===== config.mk =====
export PLATFORM = sky130hd
export DESIGN_NAME = clk_div_monitor
export DESIGN_NICKNAME = d
export VERILOG_FILES = /design/src/rtl/clk_div_monitor.sv
export SDC_FILE = /design/constraint.sdc
export NUM_CORES = 1
export LEC_CHECK = 0
export ABC_CLOCK_PERIOD_IN_PS = 3550
export CORE_ASPECT_RATIO = 1.2
export CORE_UTILIZATION = 46
export CTS_CLUSTER_DIAMETER = 80
export DETAILED_ROUTE_END_ITERATION = 10
export HOLD_SLACK_MARGIN = 0.08
export PLACE_DENSITY = 0.75
export SETUP_SLACK_MARGIN = 0.2
export SLEW_MARGIN = 10
export SYNTH_ARGS = -nofsm -noshare
export SYNTH_HDL_FRONTEND = slang
export SYNTH_SLANG_ARGS = --single-unit

===== constraint.sdc =====
create_clock -name clk -period 3.55 [get_ports clk]
set_input_delay 0.5325 -clock clk [delete_from_list [all_inputs] [get_ports clk]]
set_output_delay 0.5325 -clock clk [all_outputs]
set_load 0.01 [all_outputs]

===== src/rtl/clk_div_monitor.sv =====
// Measures period and high time of an asynchronous divided clock in system-clock cycles,
// flags out-of-tolerance measurements, counts errors and detects a stalled input.
module clk_div_monitor #(
    parameter int CNT_W = 8,
    parameter int TOL   = 1
) (
    input  logic             clk,
    input  logic             rst_n,
    input  logic             clk_in,
    input  logic             en,
    input  logic [CNT_W-1:0] exp_period,
    input  logic [CNT_W-1:0] exp_high,
    output logic             meas_valid,
    output logic [CNT_W-1:0] meas_period,
    output logic [CNT_W-1:0] meas_high,
    output logic             match,
    output logic             timeout,
    output logic [7:0]       err_cnt,
    output logic [1:0]       dbg_state_o
);

    typedef enum logic [1:0] {
        IDLE    = 2'd0,
        ARM     = 2'd1,
        MEASURE = 2'd2
    } state_e;

    localparam logic [CNT_W-1:0] CNT_MAX  = '1;
    localparam logic [CNT_W-1:0] CNT_ZERO = '0;
    localparam logic [CNT_W-1:0] CNT_ONE  = {{(CNT_W-1){1'b0}}, 1'b1};
    localparam logic [CNT_W:0]   TOL_W    = (CNT_W+1)'(TOL);
    localparam logic [7:0]       ERR_MAX  = 8'hFF;

    state_e           state_q, state_d;
    logic             sync1_q, sync2_q, hist_q;
    logic [CNT_W-1:0] cnt_q, cnt_d;
    logic [CNT_W-1:0] high_cap_q, high_cap_d;
    logic             meas_valid_q, meas_valid_d;
    logic [CNT_W-1:0] meas_period_q, meas_period_d;
    logic [CNT_W-1:0] meas_high_q, meas_high_d;
    logic             match_q, match_d;
    logic             timeout_q, timeout_d;
    logic [7:0]       err_cnt_q, err_cnt_d;

    logic             rise, fall;
    logic [CNT_W:0]   high_ext, exp_ext, high_diff;
    logic             match_w;

    // clk_in is asynchronous: two flops for metastability, a third to find edges.
    always_ff @(posedge clk or negedge rst_n) begin
        if (!rst_n) begin
            sync1_q <= 1'b0;
            sync2_q <= 1'b0;
            hist_q  <= 1'b0;
        end else begin
            sync1_q <= clk_in;
            sync2_q <= sync1_q;
            hist_q  <= sync2_q;
        end
    end

    assign rise = sync2_q & ~hist_q;
    assign fall = ~sync2_q & hist_q;

    // Deviation is taken one bit wider so a small high time never wraps to a huge one.
    always_comb begin
        high_ext  = {1'b0, high_cap_q};
        exp_ext   = {1'b0, exp_high};
        high_diff = (high_ext >= exp_ext) ? (high_ext - exp_ext) : (exp_ext - high_ext);
        match_w   = (cnt_q == exp_period) && (high_diff <= TOL_W);
    end

    always_ff @(posedge clk or negedge rst_n) begin
        if (!rst_n) begin
            state_q       <= IDLE;
            cnt_q         <= '0;
            high_cap_q    <= '0;
            meas_valid_q  <= 1'b0;
            meas_period_q <= '0;
            meas_high_q   <= '0;
            match_q       <= 1'b0;
            timeout_q     <= 1'b0;
            err_cnt_q     <= '0;
        end else begin
            state_q       <= state_d;
            cnt_q         <= cnt_d;
            high_cap_q    <= high_cap_d;
            meas_valid_q  <= meas_valid_d;
            meas_period_q <= meas_period_d;
            meas_high_q   <= meas_high_d;
            match_q       <= match_d;
            timeout_q     <= timeout_d;
            err_cnt_q     <= err_cnt_d;
        end
    end

    always_comb begin
        state_d       = state_q;
        cnt_d         = cnt_q;
        high_cap_d    = high_cap_q;
        meas_valid_d  = 1'b0;
        meas_period_d = meas_period_q;
        meas_high_d   = meas_high_q;
        match_d       = match_q;
        timeout_d     = timeout_q;
        err_cnt_d     = err_cnt_q;

        // Disable wins over everything, including a rise seen in the same cycle.
        if (!en) begin
            state_d   = IDLE;
            timeout_d = 1'b0;
        end else begin
            case (state_q)
                IDLE: begin
                    state_d = ARM;
                    cnt_d   = CNT_ZERO;
                end
                ARM: begin
                    if (cnt_q == CNT_MAX) begin
                        timeout_d = 1'b1;
                        cnt_d     = CNT_ZERO;
                    end else if (rise) begin
                        cnt_d   = CNT_ONE;
                        state_d = MEASURE;
                    end else begin
                        cnt_d = cnt_q + CNT_ONE;
                    end
                end
                MEASURE: begin
                    if (cnt_q == CNT_MAX) begin
                        timeout_d = 1'b1;
                        cnt_d     = CNT_ZERO;
                        state_d   = ARM;
                    end else if (rise) begin
                        meas_valid_d  = 1'b1;
                        meas_period_d = cnt_q;
                        meas_high_d   = high_cap_q;
                        match_d       = match_w;
                        cnt_d         = CNT_ONE;
                        if (!match_w && (err_cnt_q != ERR_MAX)) begin
                            err_cnt_d = err_cnt_q + 8'd1;
                        end
                    end else begin
                        cnt_d = cnt_q + CNT_ONE;
                        if (fall) begin
                            high_cap_d = cnt_q;
                        end
                    end
                end
                default: begin
                    state_d = IDLE;
                end
            endcase
        end
    end

    assign meas_valid  = meas_valid_q;
    assign meas_period = meas_period_q;
    assign meas_high   = meas_high_q;
    assign match       = match_q;
    assign timeout     = timeout_q;
    assign err_cnt     = err_cnt_q;
    assign dbg_state_o = state_q;

endmodule


-- After elaboration in Yosys (flattened, before gate mapping)
Index checks and enable logic that the tools add are counted.
- bitwise operators: 6
- eq/ne operators: 10
- $lt $le $gt $ge: 2
- reduce and logical (&&, ||, !) cells: 12
- add/sub/neg operators: 4
- multiplexer cells: 16
- operators with widths (cell ; count):
    8-bit by 8-bit subtractor with 9-bit output ; 2
    8-bit by 1-bit adder with 8-bit output, second input constant ; 2
    8-bit 2-to-1 mux ; 2
    8-bit case mux with 2 select lines ; 1
    5-bit AND reduction ; 2
    9-bit by 1-bit less-or-equal comparator with 1-bit output, second input constant ; 1
    9-bit 2-to-1 mux ; 1
    3-bit inequality test, second input constant ; 3
    8-bit equality test ; 1
    8-bit equality test, second input constant ; 1
    8-bit >= comparator ; 1
    2-bit 2-to-1 mux ; 4
    8-bit inequality test, second input constant ; 1
    1-bit 2-to-1 mux ; 7
    2-bit case mux with 3 select lines ; 1
    1-bit NOT ; 4
    2-bit AND reduction ; 2
    4-bit AND reduction ; 1
    3-bit AND reduction ; 1
    1-bit bitwise AND ; 2
    2-bit by 1-bit equality test with 1-bit output, second input constant ; 1
    2-bit equality test, second input constant ; 1
    1-bit logical AND ; 2
    2-bit logical NOT ; 1
    other kinds (5) ; 5
- register bits after elaboration: 48
- logic and storage cells: 62
- output and inout bits: 29
- input bits: 20

-- Longest topological paths before layout
- depth after elaboration: 7
- depth in mapped cells: 12
- gate-level depth less buffers: 12

-- Worst setup path before layout
No wires, ideal clock.
- kind: in2reg
- from: input port exp_high[0]
- to: register err_cnt_q[1], in the netlist err_cnt[1]
- data required time: 3.422 ns
- library setup time: 0.128 ns
- path buffers: 0
- path slack: 0.453 ns
- arrival: 2.969 ns
- stages: 11
- cells stage by stage: ha_1 -> inv_1 -> fa_1 -> xor2_1 -> a2111oi_2 -> o2111ai_1 -> or4b_1 -> o31ai_2 -> a31oi_2 -> nand2_1 -> mux2_1
- word-level cells in the longest chain between the ends: 7
- elaborated cells between the ends (all ways): 9
- those cells by class: add/sub: 2; order compare: 2; mux: 1; reduce/logical: 4
- RTL lines (item ; line ; RTL):
    from (decl) ; 12 ; input logic [CNT_W-1:0] exp_high,
    8-bit by 8-bit subtractor with 9-bit output or 8-bit >= comparator (tied branches) ; 69 ; high_diff = (high_ext >= exp_ext) ? (high_ext - exp_ext) : (exp_ext - high_ext);
    9-bit 2-to-1 mux (*) ; 69 ;
    9-bit by 1-bit less-or-equal comparator with 1-bit output (*) ; 70 ; match_w = (cnt_q == exp_period) && (high_diff <= TOL_W);
    1-bit logical AND (*) ; 70 ;
    1-bit logical NOT (*) ; 140 ; if (!match_w && (err_cnt_q != ERR_MAX)) begin
    1-bit logical AND (*) ; 140 ;
    5-bit AND reduction (no source line) (*) ; - ;
    to (signal assigned) ; 93 ; err_cnt_q <= err_cnt_d;
    to (decl) ; 43 ; logic [7:0] err_cnt_q, err_cnt_d;
Every way passes the cells marked *; elsewhere a longest branch is shown, timed or not.
A chain may end at the register's enable or synchronous reset.

-- Worst setup path in the final report
- from: input port exp_high[1]
- to: register err_cnt_q[4], in the netlist err_cnt[4]
The elaborated chain is that of the path after synthesis.

==> run_results.csv <==
group,metric,value,unit
routing,avgRoutedWirePerCell,14.4,um
grt,maximum_number_of_pins_on_one_net_before_global_route_repair,49,
grt,grt_overflow,0,
synthesis,ys.flop_type,"dfrtp_1",
power_and_ir_drop,leakage,1.62,nW
power_and_ir_drop,worst_ir_drop_vdd,430,uV
critical_path,worst-endpoint-arrival,3410,ps
layout,num_antenna_cells,0,
critical_path,critical_path.max_fanout,4,
synthesis,async_reset_ff_share,100,%
floorplan,fp-row-count,31,
placed_design,place.detailed.hpwl,4790,um
min_path,timing.hold.worst_path_depth,0,
synthesis,postSynthCellCount,293,
synthesis,synth_area,0.00291,mm2
routing,vias_per_std_cell,5.39,
timing,fin_setup_tns,0,ps
timing,finalHoldViolCount,0,
clock_network,tritoncts_num_sinks,48,
synthesis,ys_top_cells_by_count,"dfrtp_1 (48), nand2_1 (23), ha_1 (22), inv_1 (22), nor2_1 (20)",
critical_path,worst_setup_path_end_kind,"register",
synthesis,syn_area_per_cell,9.94,um2
min_path,hold_class,"register to register",
timing,final.min_clock_period,3220,ps
synthesis,synth.top_cells.by_area,"dfrtp_1 (41%), ha_1 (9.5%), mux2_2 (7.0%)",
critical_path,critical_path_class,"input pin to register",
routing,via_count,2368,
floorplan,boundaryPins,49,
critical_path,timing.critical_path.required,3740,ps
clock_network,clockRootBuffer,"clkbuf_8",
timing,tightestPinTransition,1020,ps
power_and_ir_drop,powerDensity,627,mW/mm2
synthesis,netlist-cell-type-count,57,
run,drv.max_cap_violation_count,0,
clock_network,cts_buffers,5,
timing,final-max-slew-violation-count,0,
layout,num-nets-final,400,
clock_network,tritoncts,"yes",
timing,finalSetupViolCount,0,
timing,rsz_0062_raised_after_global_routing,"false",
floorplan,start_util,47.8,%
critical_path,crit_path_max_incr_delay,490,ps
power_and_ir_drop,post-layout-total-power,0.00232,W
synthesis,synth_top_cell_area_share,41.2,%
timing,worst_slew_margin_rel,31.9,%
clock_network,ctsHtreeMaxLevel,2,
clock_network,ctsLongestPathBuffers,2,
synthesis,synth_top_cell_by_area,"dfrtp_1",
placed_design,gp_congestion,0.842,
critical_path,start_kind,"input pin",
grt,antenna_found_initial,0,
synthesis,seq_area_frac_synth,41.2,%
floorplan,dieHeight,89.2,um
synthesis,synth-edff-count,0,
layout,layout-drive-gt1-share,15.1,%
routing,drc,0,
synthesis,post-synth-top-count-cell,"dfrtp_1",
clock_network,cts.reportedPaths.clkPinSlew,80,ps
critical_path,crit_path_cell_trace,"clkdlybuf4s50_1, inv_1, buf_4, ha_1, nor2b_2, o22ai_1, or3b_2, a31o_2, o31ai_2, a31oi_2, nand2_1, mux2_2",
grt,overall_routing_resource_usage,20.9,%
routing,detailedRoute.firstIterationViolations,101,
routing,finalWirelength,6330,um
timing,skew_final,4.77,ps
floorplan,die_area,0.00666,mm2
routing,detailedRoute.firstPassIterationCount,4,
routing,number_of_antenna_violating_nets_in_the_routed_design,0,
grt,grt_first_pass_wirelength,10500,um
synthesis,yosysWarningCount,0,
critical_path,r2r.worst_path.cells,12,
critical_path,critical_path.slowest_cell,"clkdlybuf4s50_1",
floorplan,core,0.00609,mm2
floorplan,die_width,74.6,um
clock_network,worstSkewPairLatency,300,ps
synthesis,synthesis_stage_register_bit_count,48,
outcome,status,"complete, no violations",
layout,area_growth_from_synthesis_to_layout,27.1,%
synthesis,synth.net_count,337,
placed_design,place.port_buffers,48,
clock_network,ctsHoldBuffers,0,
grt,grt_pass1_vias,2238,
timing,max_clock_freq,310,MHz
timing,post-route-period-util,90.8,%
-- area by class of cell --
class	count	area (um2)
fill	544	2390
timing repair buffer	65	606
clock buffer	7	86.3
inverter	22	82.6
multi-input combinational	214	1620
sequential	48	1200
tap	82	103
clock inverter	1	7.51
-- critical path, delay by kind of cell --
kind                     cells  cell delay, ps
AND/OR/NAND/NOR              3             810
AO/OA/AOI/OAI                4             730
buffers and inverters        3             690
multiplexers                 1             340
adder cells (fa/ha/maj)      1             300
-- layout by cell type, fill, tap and decap left out, types with 2 or more instances in the layout --
master / instances
o31ai_1: 2
clkbuf_8: 6
nor3b_1: 3
nand2_1: 23
dfrtp_1: 48
nor2b_1: 5
mux2_2: 18
a211oi_1: 3
xor2_1: 4
a31oi_1: 2
buf_4: 17
nand3b_1: 2
nand2b_1: 2
xnor2_1: 19
nand3_1: 12
inv_1: 22
ha_1: 21
nor4_1: 2
and3_1: 4
nor3_1: 3
nor2_1: 20
o22ai_1: 2
nand4_1: 7
clkdlybuf4s50_1: 46
o21ai_0: 18
a21oi_1: 9
-- stage by stage --
stage / instances / worst slack [ps] / utilization (%) / area [um2] / hold slack (ps)
final: 439 / 326 / 60.8 / 3700 / 353
after global routing: 439 / 217 / 60.8 / 3700 / 381
after CTS: 438 / 203 / 60.2 / 3670 / 354
after detailed placement: 429 / -175 / 58.5 / 3560 / 335
after global placement: 429 / -134 / 58.5 / 3560 / 332
after floorplan: 293 / 453 / - / 2910 / 237
-- metal layers --
metal	GRT usage (%)	wire (um)	up-vias
met5	0	0	-
met4	8.75	139	0
met3	2.37	156	9
met2	33.6	3160	46
met1	28.6	2880	1151
li1	-	-	1162
-- worst paths after layout --
kind                               start         end  slack [ps]
setup / recovery             exp_high[1]  err_cnt[4]         330
min in group asynchronous          rst_n  err_cnt[3]         400
hold / removal                   sync1_q     sync2_q         350
setup reg to reg           high_cap_q[0]  err_cnt[4]         460
max in group asynchronous          rst_n      hist_q        2520
hold reg to reg                  sync1_q     sync2_q         350
-- timing repair --
item	4_1_cts	5_1_grt
gates resized for setup	1	5
setup endpoints to repair	2	8
buffers inserted	1	1
cloned	0	0
pin swaps	5	10
-- registers in the layout, indices dropped and copies added, names as in the netlist --
register,cells
cnt_q,8
err_cnt,8
high_cap_q,8
meas_high,8
meas_period,8
dbg_state_o,2
hist_q,1
match,1
meas_valid,1
sync1_q,1
sync2_q,1
timeout,1
-- cells by family (layout without fill, tap and decap cells) --
group | after synthesis | count (layout) | synth area share, %
AND/OR/NAND/NOR | 92 | 92 | 16.2
AO/OA/AOI/OAI | 55 | 55 | 12.9
flip-flops | 48 | 48 | 41.2
buffers and inverters | 31 | 95 | 4.25
adder cells (fa/ha/maj) | 24 | 24 | 10.8
XOR/XNOR | 23 | 23 | 6.92
multiplexers | 20 | 20 | 7.69
-- where the power goes --
group | switching (W) | internal (W) | leakage [nW]
sequential | 0.000113 | 0.000672 | 0.622
combinational | 0.000601 | 0.000601 | 0.957
clock | 0.000175 | 0.000158 | 0.0445
total | 0.000889 | 0.00143 | 1.62
No activity file was read; power rests on OpenSTA's default activity.
